`config.mk`:
```
export PLATFORM = sky130hd
export DESIGN_NAME = regfile_scoreboard
export DESIGN_NICKNAME = d
export VERILOG_FILES = /design/src/rtl/core_pkg.sv /design/src/rtl/regfile_read_port.sv /design/src/rtl/regfile_scoreboard.sv
export SDC_FILE = /design/constraint.sdc
export NUM_CORES = 2
export LEC_CHECK = 0
export CORE_MARGIN = 2
export CORE_UTILIZATION = 35
export CTS_CLUSTER_SIZE = 28
export DETAILED_ROUTE_END_ITERATION = 10
export PLACE_DENSITY_LB_ADDON = 0.25
export SYNTH_ARGS = -nofsm -noshare
export SYNTH_HDL_FRONTEND = slang
export SYNTH_SLANG_ARGS = --single-unit
```
`constraint.sdc`:
```
create_clock -name clk -period 5.1 [get_ports clk]
set_clock_uncertainty 0.15 [all_clocks]
set_input_delay 1.275 -clock clk [delete_from_list [all_inputs] [get_ports clk]]
set_output_delay 1.275 -clock clk [all_outputs]
set_load 0.02 [all_outputs]
```
`src/rtl/core_pkg.sv`:
```
// Shared core definitions: default register-file geometry and the register-index type.
package core_pkg;

    localparam int XLEN_DEF = 64;
    localparam int NREG_DEF = 32;
    localparam int AW_DEF   = $clog2(NREG_DEF);

    typedef logic [AW_DEF-1:0]   reg_idx_t;
    typedef logic [XLEN_DEF-1:0] xword_t;

    localparam reg_idx_t ZERO_IDX = '0;

endpackage

```
`src/rtl/regfile_read_port.sv`:
```
// One combinational read port: selects stored data and busy state for an index,
// applying the hardwired-zero register and same-cycle write forwarding.
module regfile_read_port
    import core_pkg::*;
#(
    parameter  int XLEN     = XLEN_DEF,
    parameter  int NREG     = NREG_DEF,
    parameter  int ZERO_REG = 1,
    parameter  int BYPASS   = 1,
    localparam int AW       = $clog2(NREG)
) (
    input  logic [AW-1:0]              rs,
    input  logic [NREG-1:0][XLEN-1:0]  regs,
    input  logic [NREG-1:0]            busy,
    input  logic                       we,
    input  logic [AW-1:0]              rd,
    input  logic [XLEN-1:0]            wd,
    output logic [XLEN-1:0]            data,
    output logic                       busy_o
);

    logic is_zero;
    logic fwd;

    // Forwarded data is by definition no longer outstanding, so busy reads 0 too.
    always_comb begin
        is_zero = (ZERO_REG != 0) && (rs == '0);
        fwd     = (BYPASS != 0) && we && (rd == rs) && !((ZERO_REG != 0) && (rd == '0));
        data    = regs[rs];
        busy_o  = busy[rs];
        if (is_zero) begin
            data   = '0;
            busy_o = 1'b0;
        end else if (fwd) begin
            data   = wd;
            busy_o = 1'b0;
        end
    end

endmodule

```
`src/rtl/regfile_scoreboard.sv`:
```
// Integer register file with two async read ports, one sync write port and a
// per-register busy scoreboard for hazard detection between decode and writeback.
module regfile_scoreboard
    import core_pkg::*;
#(
    parameter  int XLEN     = XLEN_DEF,
    parameter  int NREG     = NREG_DEF,
    parameter  int ZERO_REG = 1,
    parameter  int BYPASS   = 1,
    localparam int AW       = $clog2(NREG)
) (
    input  logic            clk,
    input  logic            rst_n,
    input  logic            we,
    input  logic [AW-1:0]   rd,
    input  logic [XLEN-1:0] wd,
    input  logic [AW-1:0]   rs1,
    input  logic [AW-1:0]   rs2,
    output logic [XLEN-1:0] rd1,
    output logic [XLEN-1:0] rd2,
    output logic            rs1_busy,
    output logic            rs2_busy,
    input  logic            alloc_en,
    input  logic [AW-1:0]   alloc_rd,
    input  logic            flush
);

    logic [NREG-1:0][XLEN-1:0] regs_q;
    logic [NREG-1:0][XLEN-1:0] regs_d;
    logic [NREG-1:0]           busy_q;
    logic [NREG-1:0]           busy_d;

    logic wr_ok;
    logic alloc_ok;

    always_comb begin
        wr_ok    = we && !((ZERO_REG != 0) && (rd == '0));
        alloc_ok = alloc_en && !((ZERO_REG != 0) && (alloc_rd == '0));
    end

    always_comb begin
        regs_d = regs_q;
        if (wr_ok) begin
            regs_d[rd] = wd;
        end
    end

    // Flush squashes all producers; otherwise a new allocation outranks the
    // writeback clear, so a same-register alloc+write leaves the entry busy.
    always_comb begin
        busy_d = busy_q;
        if (flush) begin
            busy_d = '0;
        end else begin
            if (we) begin
                busy_d[rd] = 1'b0;
            end
            if (alloc_ok) begin
                busy_d[alloc_rd] = 1'b1;
            end
        end
    end

    always_ff @(posedge clk or negedge rst_n) begin
        if (!rst_n) begin
            regs_q <= '0;
            busy_q <= '0;
        end else begin
            regs_q <= regs_d;
            busy_q <= busy_d;
        end
    end

    regfile_read_port #(
        .XLEN     (XLEN),
        .NREG     (NREG),
        .ZERO_REG (ZERO_REG),
        .BYPASS   (BYPASS)
    ) u_port1 (
        .rs     (rs1),
        .regs   (regs_q),
        .busy   (busy_q),
        .we     (we),
        .rd     (rd),
        .wd     (wd),
        .data   (rd1),
        .busy_o (rs1_busy)
    );

    regfile_read_port #(
        .XLEN     (XLEN),
        .NREG     (NREG),
        .ZERO_REG (ZERO_REG),
        .BYPASS   (BYPASS)
    ) u_port2 (
        .rs     (rs2),
        .regs   (regs_q),
        .busy   (busy_q),
        .we     (we),
        .rd     (rd),
        .wd     (wd),
        .data   (rd2),
        .busy_o (rs2_busy)
    );

endmodule
```
; After elaboration in Yosys (flattened, before gate mapping)
; Cells that the tools add are included.
[classes]
n_reduce_logical = 14
muxes = 27
n_eq_ne = 2
bitwise_logic = 3
n_lt_le_gt_ge = 6
[ops]
columns = cell, n
row1 = bitwise mux 2048 bit, 1
row2 = binary-select mux 64 bit (select 5 bit), 2
row3 = two-way mux 64 bit, 7
row4 = demux 64 bit (select 5 bit), 1
row5 = two-way mux 32 bit, 4
row6 = bitwise AND 32 bit, 1
row7 = NOT 32 bit, 1
row8 = bitwise OR 32 bit, 1
row9 = "< comparator 5 x 6 -> 1 bit, second input constant", 4
row10 = logical NOT 5 bit, 4
row11 = binary-select mux 1 bit (select 5 bit), 2
row12 = demux 1 bit (select 5 bit), 2
row13 = == test 5 bit, 2
row14 = ">= comparator 5 x 1 -> 1 bit, second input constant", 2
row15 = logical AND 1 bit, 8
row16 = two-way mux 1 bit, 8
row17 = logical NOT 1 bit, 2
[word_totals]
out_inout_bits = 130
wordCells = 85
in_bits = 89
regBits = 2080

; Logic depth before layout (Yosys ltp)
[logic_depth]
word_depth = 11
mapped_depth = 10

; Modules after synthesis
; From an unflattened synthesis, not the netlist that was laid out.
[hier_totals]
cells_unflattened = 7798
area_unflattened_um2 = 113845.4
[by_module_without_submodules]
columns = mod, n_inst, cells_per_inst, area_per_inst_um2
row1 = regfile_scoreboard, 1, 4670, 77775.8
row2 = regfile_read_port, 2, 1564, 18034.8

; Least setup slack after synthesis
; OpenSTA, ideal clock, no wires.
[synth_timing]
path_kind = in2out
startpoint = in rs1[0]
endpoint = out rd1[18]
slack_ns = 0.456
t_arrival_ns = 3.219
stages = 8
n_path_buf = 4
required_time_ns = 3.675
path_cell_list = buf_4 buf_6 buf_6 buf_2 mux4_2 a211oi_1 a21oi_1 a221o_1
[synth_between]
elab_chain_cells = 5
[synth_rtl]
columns = element, line
row1 = start: declaration, regfile_scoreboard.sv:17  ; input logic [AW-1:0] rs1,
row2 = branches (longest 4 deep; another with binary-select mux 64 bit (select 5 bit)), --
row3 = two-way mux 64 bit (*), regfile_read_port.sv:31  ; if (is_zero) begin
row4 = end: declaration, regfile_scoreboard.sv:19  ; output logic [XLEN-1:0] rd1,
; Every way passes the cells marked *. The select of a mux whose other input is x is not followed.

; Worst setup path in the final report
[layout_timing]
startpoint = in rs1[0]
endpoint = out rd1[12]
; The elaborated chain is that of the path after synthesis.

==> qor.yml <==
status: "finished, violations left"
violations: "setup timing"
clk_pin_slew_ns: 0.06
worstReg2RegStart: "regs_q[791]"
grt_pass1_wl_mm: 628
vdd.ir_drop.worst_uv: 322
path_max_fanout: 8
slew_viol_final: 0
drc: 0
start_util_pct: 35.2
track_usage_pct: 26.8
drive_above_1_share_pct: 52.1
ys_types: 52
antenna_found_initial: 16
max_freq_mhz: 194
row_count: 207
ys_ff_latch: 2080
yosysTopAreaCellShare_pct: 46.4
setup_viol: 9
clock_latency_ns: 0.94
p_leak_nw: 60.0
ios: 219
use_met2_pct: 42.3
hold_viol: 0
numCtsBuffers: 236
hpwlAfterDp_mm: 282
cts.sinks: 2080
ctsHoldBuffers: 0
min_period_ns: 5.15
r2r-end: "regs_q[791]"
synthTopCellsByArea: "dfrtp_1, mux2_2, mux4_2"
syn_to_final_growth_pct: 21.8
cts_max_path_buffers: 4
required_ns: 3.67
grt_overflow: 0
rrSetupSlack_ns: 4.14
path_class: "primary input to primary output"
cts.htree.levels: 4
worstSetupStartpointType: "primary input"
setup_ws_ns: -0.0477
setup_tns_ns: -0.136
met1_usage_pct: 37.5
clock-root-buffer: "clkbuf_16"
grt_max_degree: 147
port_buffers: 218
synth-edff-count: 0
num-fill-cells: 28610
grt_pass1_vias: 81593
drt-initial-drc-count: 8383
wl_mm: 443
min_period_over_period_pct: 101
finalPower_mw: 50.9
fp.dieW_um: 570
multi_input_area_um2: 57000
maxSlewHeadroom_pct: 18.5
syn-num-nets: 7964
dieArea_um2: 325000
ys_seq_area_share_pct: 46.4
syn_inst: 7875
viasPerCell: 6.21
fin_util_pct: 42.9
ff_latch_area_um2: 52000
holdCritPathClass: "primary input to async pin"
wl_per_cell_um: 34.5
cts_tree: "built"
fin_nets: 8559
drtAntennaViolNets: 0
dr.pass1.iters: 6
synthArstFlopShare_pct: 100
worstMarginPinSlew_ns: 1.22
max_cap_violations: 0
rr_worst_depth: 1
die_height_um: 570
coreArea_um2: 318000
yosys_warnings: 0
endpoint_kind: "primary output"
synth_area_leader_cell: "dfrtp_1"
ys.flop_type: "dfrtp_1"
via_count: 79698
grt_busiest_layer: "met2"
avgSynthCellArea_um2: 14.2
gp_congestion: 0.869
timing.hold.ws_ns: 0.195
syn_area_um2: 112000
power.density_nw_per_um2: 373
grt_setup_unrepaired: "true"
crit_arrival_ns: 3.72
grtUsageMet3_pct: 4.30
critical path: stages:
cell,delay [ns]
buf_16,0.16
buf_8,0.18
buf_12,0.16
buf_12,0.13
buf_6,0.16
mux4_2,0.52
mux4_2,0.51
a221o_1,0.39
buf_4,0.18
metrics by stage:
stage                     cell area (um^2)  worst slack [ns]  instances
after floorplan                     112000             0.456       7875
after global placement              126000             -1.05      12271
after detailed placement            126000            -0.947      12271
after CTS                           135000           -0.0563      12771
after global routing                137000           -0.0759      12839
final                               137000           -0.0477      12842
cell usage in the layout (no fill, tap or decap), types with 59 or more instances in the layout:
cell type	synthesis	layout
a21oi_1	138	115
a221o_1	71	65
a221oi_1	304	264
a22oi_1	98	91
buf_12	0	264
buf_4	55	768
buf_6	25	60
clkbuf_16	0	245
clkbuf_8	0	59
clkdlybuf4s50_1	0	71
dfrtp_1	2080	2080
mux2_2	1965	1965
mux2i_1	728	728
mux4_2	743	743
nand2_1	113	93
nor3_1	83	80
o21ai_0	146	126
or2_2	65	65
report_power, final:
| part | internal [mW] | switching (mW) |
|---|---|---|
| Combinational | 6.49 | 4.96 |
| Sequential | 19.6 | 2.35 |
| Clock | 10.2 | 7.32 |
final cells by class:
class	instances	share of cell area, %
multi-input cells	4866	41.8
flip-flops and latches	2080	38.1
repair buffers	1278	10.5
clock buffers	348	5.07
well taps	4180	3.83
clock inverters	76	0.641
inverters	8	0.0403
diodes	6	0.0110
worst max path at each step:
stage | startpoint | to | slack (ns) | cells past startpoint
final | rs1[0] | rd1[12] | -0.05 | 9
after global routing | rs1[0] | rd1[28] | -0.08 | 14
after CTS | rs2[0] | rd2[29] | -0.06 | 11
after detailed placement | rd[4] | rd2[33] | -0.95 | 12
after global placement | rd[4] | rd2[33] | -1.05 | 12
after floorplan | rs1[0] | rd1[18] | 0.46 | 8
sequential cells by signal, summed over array words and instances (netlist names):
register,cells
busy_q,32
regs_q,2048
cells by family (layout without fill, tap and decap cells):
kind of cell / count (synthesis) / count (layout) / synth area share (%)
multiplexers: 3462 / 3462 / 41.4
flip-flops: 2080 / 2080 / 46.4
AO/OA/AOI/OAI: 965 / 965 / 6.47
buffers and inverters: 929 / 1710 / 3.65
AND/OR/NAND/NOR: 429 / 429 / 1.91
XOR/XNOR: 10 / 10 / 0.0782
other: 0 / 6 / 0
per-layer routing:
| metal | routed length [um] | vias to the layer above |
|---|---|---|
| li1 | - | 31845 |
| met1 | 190000 | 43472 |
| met2 | 204000 | 3582 |
| met3 | 32200 | 797 |
| met4 | 17100 | 2 |
| met5 | 12 | - |
what timing repair did:
action / CTS / global route
resized for setup: 316 / 177
buffers inserted: 73 / 57
pin swaps: 27 / 38
endpoints found under the hold margin: 0 / 0
gates cloned: 8 / 8
setup endpoints to repair: 130 / 96
synthesized netlist by cell type (37+ instances only):
| cell type | instances |
|---|---|
| dfrtp_1 | 2080 |
| a21oi_1 | 138 |
| o311ai_0 | 37 |
| a22oi_1 | 98 |
| a221oi_1 | 304 |
| buf_4 | 55 |
| a221o_1 | 71 |
| buf_2 | 163 |
| clkbuf_1 | 654 |
| nor2b_1 | 39 |
| o21ai_0 | 146 |
| mux4_2 | 743 |
| a211oi_1 | 55 |
| mux2i_1 | 728 |
| nor2_1 | 64 |
| nor3_1 | 83 |
| or2_2 | 65 |
| mux2_2 | 1965 |
| nand2_1 | 113 |
No activity file was read; power rests on OpenSTA's default activity.
